--- config.mk ---
export PLATFORM = sky130hd
export DESIGN_NAME = clct_busy_sep_ctrl
export DESIGN_NICKNAME = d
export VERILOG_FILES = /design/src/rtl/clct_busy_sep_ctrl.sv
export SDC_FILE = /design/constraint.sdc
export NUM_CORES = 1
export LEC_CHECK = 0
export BUFFER_PORTS_ARGS = -buffer_cell sky130_fd_sc_hd__buf_4
export CORE_MARGIN = 1
export CORE_UTILIZATION = 53
export CTS_CLUSTER_SIZE = 14
export DETAILED_ROUTE_END_ITERATION = 10
export GPL_ROUTABILITY_DRIVEN = 0
export PLACE_DENSITY = 0.91
export RECOVER_POWER = 25
export SKIP_LAST_GASP = 1
export SYNTH_ARGS = -nofsm -noshare
export SYNTH_HDL_FRONTEND = slang
export SYNTH_SLANG_ARGS = --single-unit
--- constraint.sdc ---
create_clock -name clock -period 2.5 [get_ports clock]
set_input_delay 0.125 -clock clock [delete_from_list [all_inputs] [get_ports clock]]
set_output_delay 0.125 -clock clock [all_outputs]
set_load 0.005 [all_outputs]
--- src/rtl/clct_busy_sep_ctrl.sv ---
// CLCT busy-key separation controller: latches the first CLCT, then masks keys
// around it for a hold window and captures a second CLCT. Option: CLCT_BEND_WIDEN_EN.
module clct_busy_sep_ctrl #(
  parameter int MXKEY  = 32,
  parameter int MXKEYB = 5,
  parameter int MXPATB = 7,
  parameter int MXPATC = 12,
  parameter int MXHOLD = 4
) (
  input  logic              clock,
  input  logic              reset_n,
  input  logic              cand_vld,
  input  logic [MXPATB-1:0] best_pat,
  input  logic [MXKEYB-1:0] best_key,
  input  logic [MXPATC-1:0] best_carry,
  input  logic              best_bsy,
  input  logic [2:0]        hit_thresh,
  input  logic [MXKEYB-1:0] sep,
  input  logic [MXHOLD-1:0] hold_bx,
  input  logic              clr,
  output logic [MXKEY-1:0]  bsy,
  output logic              clct1_vld,
  output logic [MXPATB-1:0] clct1_pat,
  output logic [MXKEYB-1:0] clct1_key,
  output logic [MXPATC-1:0] clct1_carry,
  output logic              clct2_vld,
  output logic [MXPATB-1:0] clct2_pat,
  output logic [MXKEYB-1:0] clct2_key,
  output logic [MXPATC-1:0] clct2_carry,
  output logic              busy_state
);

  typedef enum logic {IDLE = 1'b0, HOLD = 1'b1} state_t;

  localparam logic [MXKEYB:0]   KEY_MAX  = (MXKEYB+1)'(MXKEY - 1);
  localparam logic [MXKEYB:0]   EXT_ZERO = '0;
  localparam logic [MXHOLD-1:0] HOLD_ONE = MXHOLD'(1);

  state_t            state_reg, state_next;
  logic [MXHOLD-1:0] hold_cnt_reg;
  logic              clct2_done_reg;

  logic              qual;
  logic              load1, load2, hold_end;
  logic [MXKEYB:0]   key_ext, sep_ext;
  logic [MXKEYB:0]   lo_span, hi_span, hi_sum;
  logic [MXKEYB:0]   lo_bound, hi_bound;
  logic [MXKEY-1:0]  mask_next;

  // Hit count lives in the top three bits of the pattern word; bend bit is not a factor.
  assign qual = cand_vld & ~best_bsy & (best_pat[MXPATB-1 -: 3] >= hit_thresh);

  // Region bounds, one bit wider than a key so key+sep cannot wrap.
  assign key_ext = {1'b0, best_key};
  assign sep_ext = {1'b0, sep};

`ifdef CLCT_BEND_WIDEN_EN
  assign lo_span = sep_ext + {EXT_ZERO[MXKEYB:1], ~best_pat[0]};
  assign hi_span = sep_ext + {EXT_ZERO[MXKEYB:1],  best_pat[0]};
`else
  assign lo_span = sep_ext;
  assign hi_span = sep_ext;
`endif

  assign hi_sum   = key_ext + hi_span;
  assign lo_bound = (lo_span > key_ext) ? EXT_ZERO : (key_ext - lo_span);
  assign hi_bound = (hi_sum > KEY_MAX) ? KEY_MAX : hi_sum;

  generate
    for (genvar gi = 0; gi < MXKEY; gi++) begin : g_mask
      assign mask_next[gi] = ((MXKEYB+1)'(gi) >= lo_bound) &&
                             ((MXKEYB+1)'(gi) <= hi_bound);
    end
  endgenerate

  // State register
  always_ff @(posedge clock or negedge reset_n) begin
    if (!reset_n) begin
      state_reg <= IDLE;
    end else begin
      state_reg <= state_next;
    end
  end

  // Next-state logic; clr overrides everything but reset.
  always_comb begin
    state_next = state_reg;
    if (clr) begin
      state_next = IDLE;
    end else begin
      case (state_reg)
        IDLE:    if (qual) state_next = HOLD;
        HOLD:    if (hold_cnt_reg == '0) state_next = IDLE;
        default: state_next = IDLE;
      endcase
    end
  end

  // Output / control decode
  always_comb begin
    load1      = 1'b0;
    load2      = 1'b0;
    hold_end   = 1'b0;
    busy_state = (state_reg == HOLD);
    if (!clr) begin
      load1    = (state_reg == IDLE) & qual;
      load2    = (state_reg == HOLD) & qual & ~clct2_done_reg;
      hold_end = (state_reg == HOLD) & (hold_cnt_reg == '0);
    end
  end

  // Hold window counter and mask; a second CLCT is allowed once per window.
  always_ff @(posedge clock or negedge reset_n) begin
    if (!reset_n) begin
      hold_cnt_reg   <= '0;
      clct2_done_reg <= 1'b0;
      bsy            <= '0;
    end else if (clr) begin
      hold_cnt_reg   <= '0;
      clct2_done_reg <= 1'b0;
      bsy            <= '0;
    end else if (load1) begin
      hold_cnt_reg   <= hold_bx;
      clct2_done_reg <= 1'b0;
      bsy            <= mask_next;
    end else if (state_reg == HOLD) begin
      if (load2) clct2_done_reg <= 1'b1;
      if (hold_end) begin
        bsy <= '0;
      end else begin
        hold_cnt_reg <= hold_cnt_reg - HOLD_ONE;
      end
    end
  end

  // Captured CLCT words, retained across clr.
  always_ff @(posedge clock or negedge reset_n) begin
    if (!reset_n) begin
      clct1_vld   <= 1'b0;
      clct1_pat   <= '0;
      clct1_key   <= '0;
      clct1_carry <= '0;
      clct2_vld   <= 1'b0;
      clct2_pat   <= '0;
      clct2_key   <= '0;
      clct2_carry <= '0;
    end else begin
      clct1_vld <= load1;
      clct2_vld <= load2;
      if (load1) begin
        clct1_pat   <= best_pat;
        clct1_key   <= best_key;
        clct1_carry <= best_carry;
      end
      if (load2) begin
        clct2_pat   <= best_pat;
        clct2_key   <= best_key;
        clct2_carry <= best_carry;
      end
    end
  end

endmodule
; ---- Word-level counts from Yosys, hierarchy flattened
; Index checks and enable logic that the tools add are counted.
; W data, S select, Z words.
[classes]
n_bitwise = 9
muxes = 21
n_reduce_logical = 39
order_cmp = 67
eq_ne = 1
add_sub_neg = 3
[op_table]
columns = cell, count
row1 = $mux W32, 4
row2 = $ge A5 B6 Y1 const A, 16
row3 = $le A5 B6 Y1 const A, 16
row4 = $ge A4 B6 Y1 const A, 8
row5 = $le A4 B6 Y1 const A, 8
row6 = $logic_and A1 B1 Y1, 32
row7 = $ge A3 B6 Y1 const A, 4
row8 = $le A3 B6 Y1 const A, 4
row9 = $mux W4, 4
row10 = $ge A1 B6 Y1 const A, 2
row11 = $ge A2 B6 Y1 const A, 2
row12 = $le A1 B6 Y1 const A, 2
row13 = $le A2 B6 Y1 const A, 2
row14 = $mux W6, 2
row15 = $mux W1, 10
row16 = $reduce_bool A3 Y1, 3
row17 = $add A5 B5 Y6, 1
row18 = $and A1 B1 Y1, 6
row19 = $gt A6 B5 Y1 const B, 1
row20 = $reduce_and A2 Y1, 3
row21 = $sub A5 B5 Y6, 1
row22 = $gt A5 B5 Y1, 1
row23 = $logic_not A4 Y1, 1
row24 = $sub A4 B1 Y4 const B, 1
row25 = other kinds (4), 6
[word_totals]
in_bits = 41
out_inout_bits = 83
word_cells = 152
reg_bits = 88

; ---- Depth between registers and ports, before layout
[logic_depth]
word_depth = 10
depth_mapped = 12
depth_no_buf = 10

; ---- Least setup slack after synthesis
; OpenSTA, ideal clock, no wires.
[synth_path]
path_type = input-to-reg
from = input port best_key[0]
to = register bsy[10]
arrival_ps = 2146
setup_time_ps = 68
path_buffers = 2
stages = 12
path_slack_ps = 286
required_ps = 2432
path_cell_list = inv_1 > ha_1 > inv_1 > fa_1 > clkbuf_1 > a21o_1 > a21oi_1 > nor2_1 > a21bo_2 > buf_2 > nor3_1 > a32o_1
[synth_via]
elab_chain_cells = 7
word_cells_on_any_way = 11
classes_between = add/sub: 2 / order compare: 4 / mux: 4 / reduce/logical: 1
[synth_rtl]
columns = item, line
row1 = start: declaration, 14  ; input logic [MXKEYB-1:0] best_key,
row2 = $add A5 B5 Y6, 65  ; assign hi_sum = key_ext + hi_span;
row3 = $gt A6 B5 Y1, 67  ; assign hi_bound = (hi_sum > KEY_MAX) ? KEY_MAX : hi_sum;
row4 = $mux W6, 67
row5 = $le A4 B6 Y1, 72  ; ((MXKEYB+1)'(gi) <= hi_bound);
row6 = $logic_and A1 B1 Y1 (*), 71  ; assign mask_next[gi] = ((MXKEYB+1)'(gi) >= lo_bound) &&
row7 = $mux W32 (*), 122  ; end else if (load1) begin
row8 = $mux W32 (*), 118  ; end else if (clr) begin
row9 = end signal: assignment, 125  ; bsy <= mask_next;
row10 = end: declaration, 21  ; output logic [MXKEY-1:0] bsy,
; Every way passes the cells marked *; elsewhere a longest branch is shown, timed or not.
; A chain may end at the register's enable or synchronous reset.

; ---- Worst setup path after layout
[layout_path]
from = input port best_key[4]
to = register bsy[5]
[layout_via]
elab_chain_cells = 7
word_cells_on_any_way = 11
classes_between = add/sub: 2 / order compare: 4 / mux: 4 / reduce/logical: 1
[layout_rtl]
columns = item, line
row1 = $add A5 B5 Y6, 65
row2 = $gt A6 B5 Y1, 67
row3 = $mux W6, 67
row4 = $le A3 B6 Y1, 72
row5 = $logic_and A1 B1 Y1 (*), 71
row6 = $mux W32 (*), 122
row7 = $mux W32 (*), 118
; Marked as above.

==> impl_metrics.tcl <==
set metrics [dict create \
    drt_iter0_markers 669 \
    gr-max-usage-layer "met2" \
    grt_pass1_wl_mm 22.4 \
    arrival_ns 2.71 \
    layout_commonest_cell "buf_4" \
    synth_cell_type_count 66 \
    crit_fanout 8 \
    reg2regPathDepth 6 \
    initial_core_util 0.556 \
    period_needed_ns 2.45 \
    final_cell_mix "buf_4 (141), nand2_1 (90), dfrtp_1 (88)" \
    fp.dieH_microns 95.8 \
    slew_headroom -0.356 \
    wl_per_cell_microns 19.6 \
    required_ns 2.76 \
    dieArea_sq_mm 0.00917 \
    layout.nets 675 \
    worst_slew_pin_slew_ns 2.03 \
    p_seq_frac 0.433 \
    drc 0 \
    final.fill_count 542 \
    switchingPower_uw 1340 \
    synth-seq-cells 88 \
    grt_util_met3 0.0506 \
    grtUsageTotal 0.324 \
    worst_setup_path_start_kind "input pin" \
    p_clk_frac 0.261 \
    period_share 0.982 \
    synth_area_sq_mm 0.00466 \
    clock_sinks 88 \
    areaGrowthSynthToFinish_pct 33.2 \
    synthCells 467 \
    path_clk_slew_ns 0.09 \
    final_core_util 0.741 \
    gr-total-overflow 0 \
    antenna_found_initial 0 \
    synth.net_count 525 \
    slew_violations 37 \
    intPower_uw 2750 \
    synth_edf_count 0 \
    placementRows 33 \
    grt_max_degree 53 \
    yosysSeqAreaShare 0.472 \
    power_density_mw_per_mm2 657 \
    hpwl_mm 9.81 \
    viasPerCell 6.12 \
    hold_slack_ns 0.00620 \
    htree_num_levels 3 \
    grt_pass1_vias 4346 \
    finalPower_uw 4080 \
    die_x_microns 95.8 \
    antenna_cells 0 \
    async_flop_share 1.00 \
    rsz0062_at_grt "no" \
    largest-register "bsy" \
    synth-main-ff-cell "dfrtp_1" \
    cts_buffers 9 \
    grt_util_met1 0.413 \
    violations "capacitance limit, slew limit" \
    largest_register_ffs 32 \
    cts-root-buf "clkbuf_8" \
    finalHoldViolations 0 \
    critPathCaptureType "flop" \
    setup_violations 0 \
    cts_tree "yes" \
    antenna_left 0 \
    num_vias 4450 \
    ys_warn_count 0 \
    irDropWorstVdd_v 0.000398 \
    post_cts_buffers 0 \
    critical_path_class "input pin to flop" \
    leakage_uw 0.00313 \
    fin_skew_ns 0.0205 \
    cap_violations 1 \
    first_pass_iters 7 \
    drt_wl_total_mm 14.2 \
    switching_share 0.328 \
    clkLatencyLatePin_ns 0.38 \
    ioPinCount 124 \
    drive_gt1_frac 0.326 \
    core_area_sq_mm 0.00838 \
    combPwrFrac 0.307 \
    reg_top3 "bsy x32, clct1_carry x12, clct2_carry x12" \
    clock_path_buffers 2 \
    run_status "finished, violations left" \
    fmax_mhz 407 \
    synth_area_per_cell_sq_um 9.98 \
    whs_path_depth 2 \
    portBuffers 123 \
    hold_class "input pin to flop" \
    grt.met2_usage 0.541 \
]
==> power groups by stage <==
stage	clock network [uW]	registers [uW]	logic, uW
after floorplan	0	1780	553
after global routing	1130	1790	1350
after global placement	0	1770	1130
after CTS	1070	1760	1220
final	1060	1770	1250
after detailed placement	0	1790	1180
==> Yosys cell counts (4+ instances only) <==
| cell | n | area (sq um) |
|---|---|---|
| nand2_1 | 90 | 338 |
| dfrtp_1 | 88 | 2200 |
| o21ai_0 | 26 | 130 |
| mux2_2 | 23 | 259 |
| inv_1 | 21 | 78.8 |
| clkbuf_1 | 18 | 67.6 |
| nor2_1 | 17 | 63.8 |
| a22o_1 | 15 | 131 |
| ha_1 | 15 | 188 |
| a32o_1 | 14 | 140 |
| a21oi_1 | 10 | 50.1 |
| nor3_1 | 9 | 45.0 |
| nand2b_1 | 8 | 50.1 |
| a211oi_1 | 7 | 52.6 |
| buf_2 | 6 | 30.0 |
| nand3_1 | 6 | 30.0 |
| mux2i_1 | 5 | 50.1 |
| nor2b_1 | 5 | 31.3 |
| xnor2_1 | 5 | 43.8 |
| and2_1 | 4 | 25.0 |
| o21bai_1 | 4 | 30.0 |
==> per-stage QoR <==
step | area [sq um] | worst slack [ns] | instances | setup TNS [ns]
final | 6210 | 0.0458 | 727 | 0
after global routing | 6210 | 0.0160 | 727 | 0
after CTS | 6210 | 0.0258 | 727 | 0
after detailed placement | 5800 | -0.102 | 691 | -0.134
after global placement | 5800 | -0.00776 | 691 | -0.00776
after floorplan | 4660 | 0.286 | 467 | 0
==> cell families after synthesis <==
family                     Yosys count  synth area share
buffers and inverters               48            0.0427
AOI/OAI and AO/OA                  111             0.183
DFF                                 88             0.472
xor gates and xnor gates             6            0.0113
muxes                               28            0.0663
and+or+nand+nor                    169             0.175
adders and majority gates           17            0.0488
==> metal layers <==
metal | up-vias | part of all wire
met4 | 0 | 0.041
met3 | 69 | 0.073
met5 | - | 0
li1 | 1964 | -
met2 | 290 | 0.49
met1 | 2127 | 0.39
==> area by class of cell <==
cell class,instances,area (sq um),share of cell area
clock buffers,10,138,0.0222
clock inverters,6,75.1,0.0121
inverters,21,78.8,0.0127
multi-input cells,331,2270,0.365
flip-flops and latches,88,2200,0.355
well taps,105,131,0.0212
repair buffers,166,1320,0.212
==> repair_timing <==
action | in CTS | in global routing
hold endpoints to repair | 65 | 0
resized for setup | 0 | 1
hold buffers | 20 | 0
setup endpoints to repair | 0 | 5
==> critical path, stage by stage <==
cell and delay (ns):
dlygate4sd3_1 0.53, buf_4 0.15, ha_2 0.41, or3b_2 0.50
a31oi_1 0.16, a31o_2 0.19, nor2b_1 0.18, a41oi_1 0.17
a32o_1 0.28
==> final timing paths <==
| kind | from | endpoint | slack [ns] |
|---|---|---|---|
| worst max register to register | hold_cnt_reg[0] | bsy[25] | 0.33 |
| min in group asynchronous | reset_n | clct1_carry[6] | 0.86 |
| max in group asynchronous | reset_n | hold_cnt_reg[1] | 0.45 |
| worst min register to register | clct1_carry[6] | clct1_carry[6] | 0.49 |
| worst min-delay path | clr | clct2_done_reg | 0.006 |
| worst max-delay path | best_key[4] | bsy[5] | 0.05 |
(Power assumes the default switching activity.)
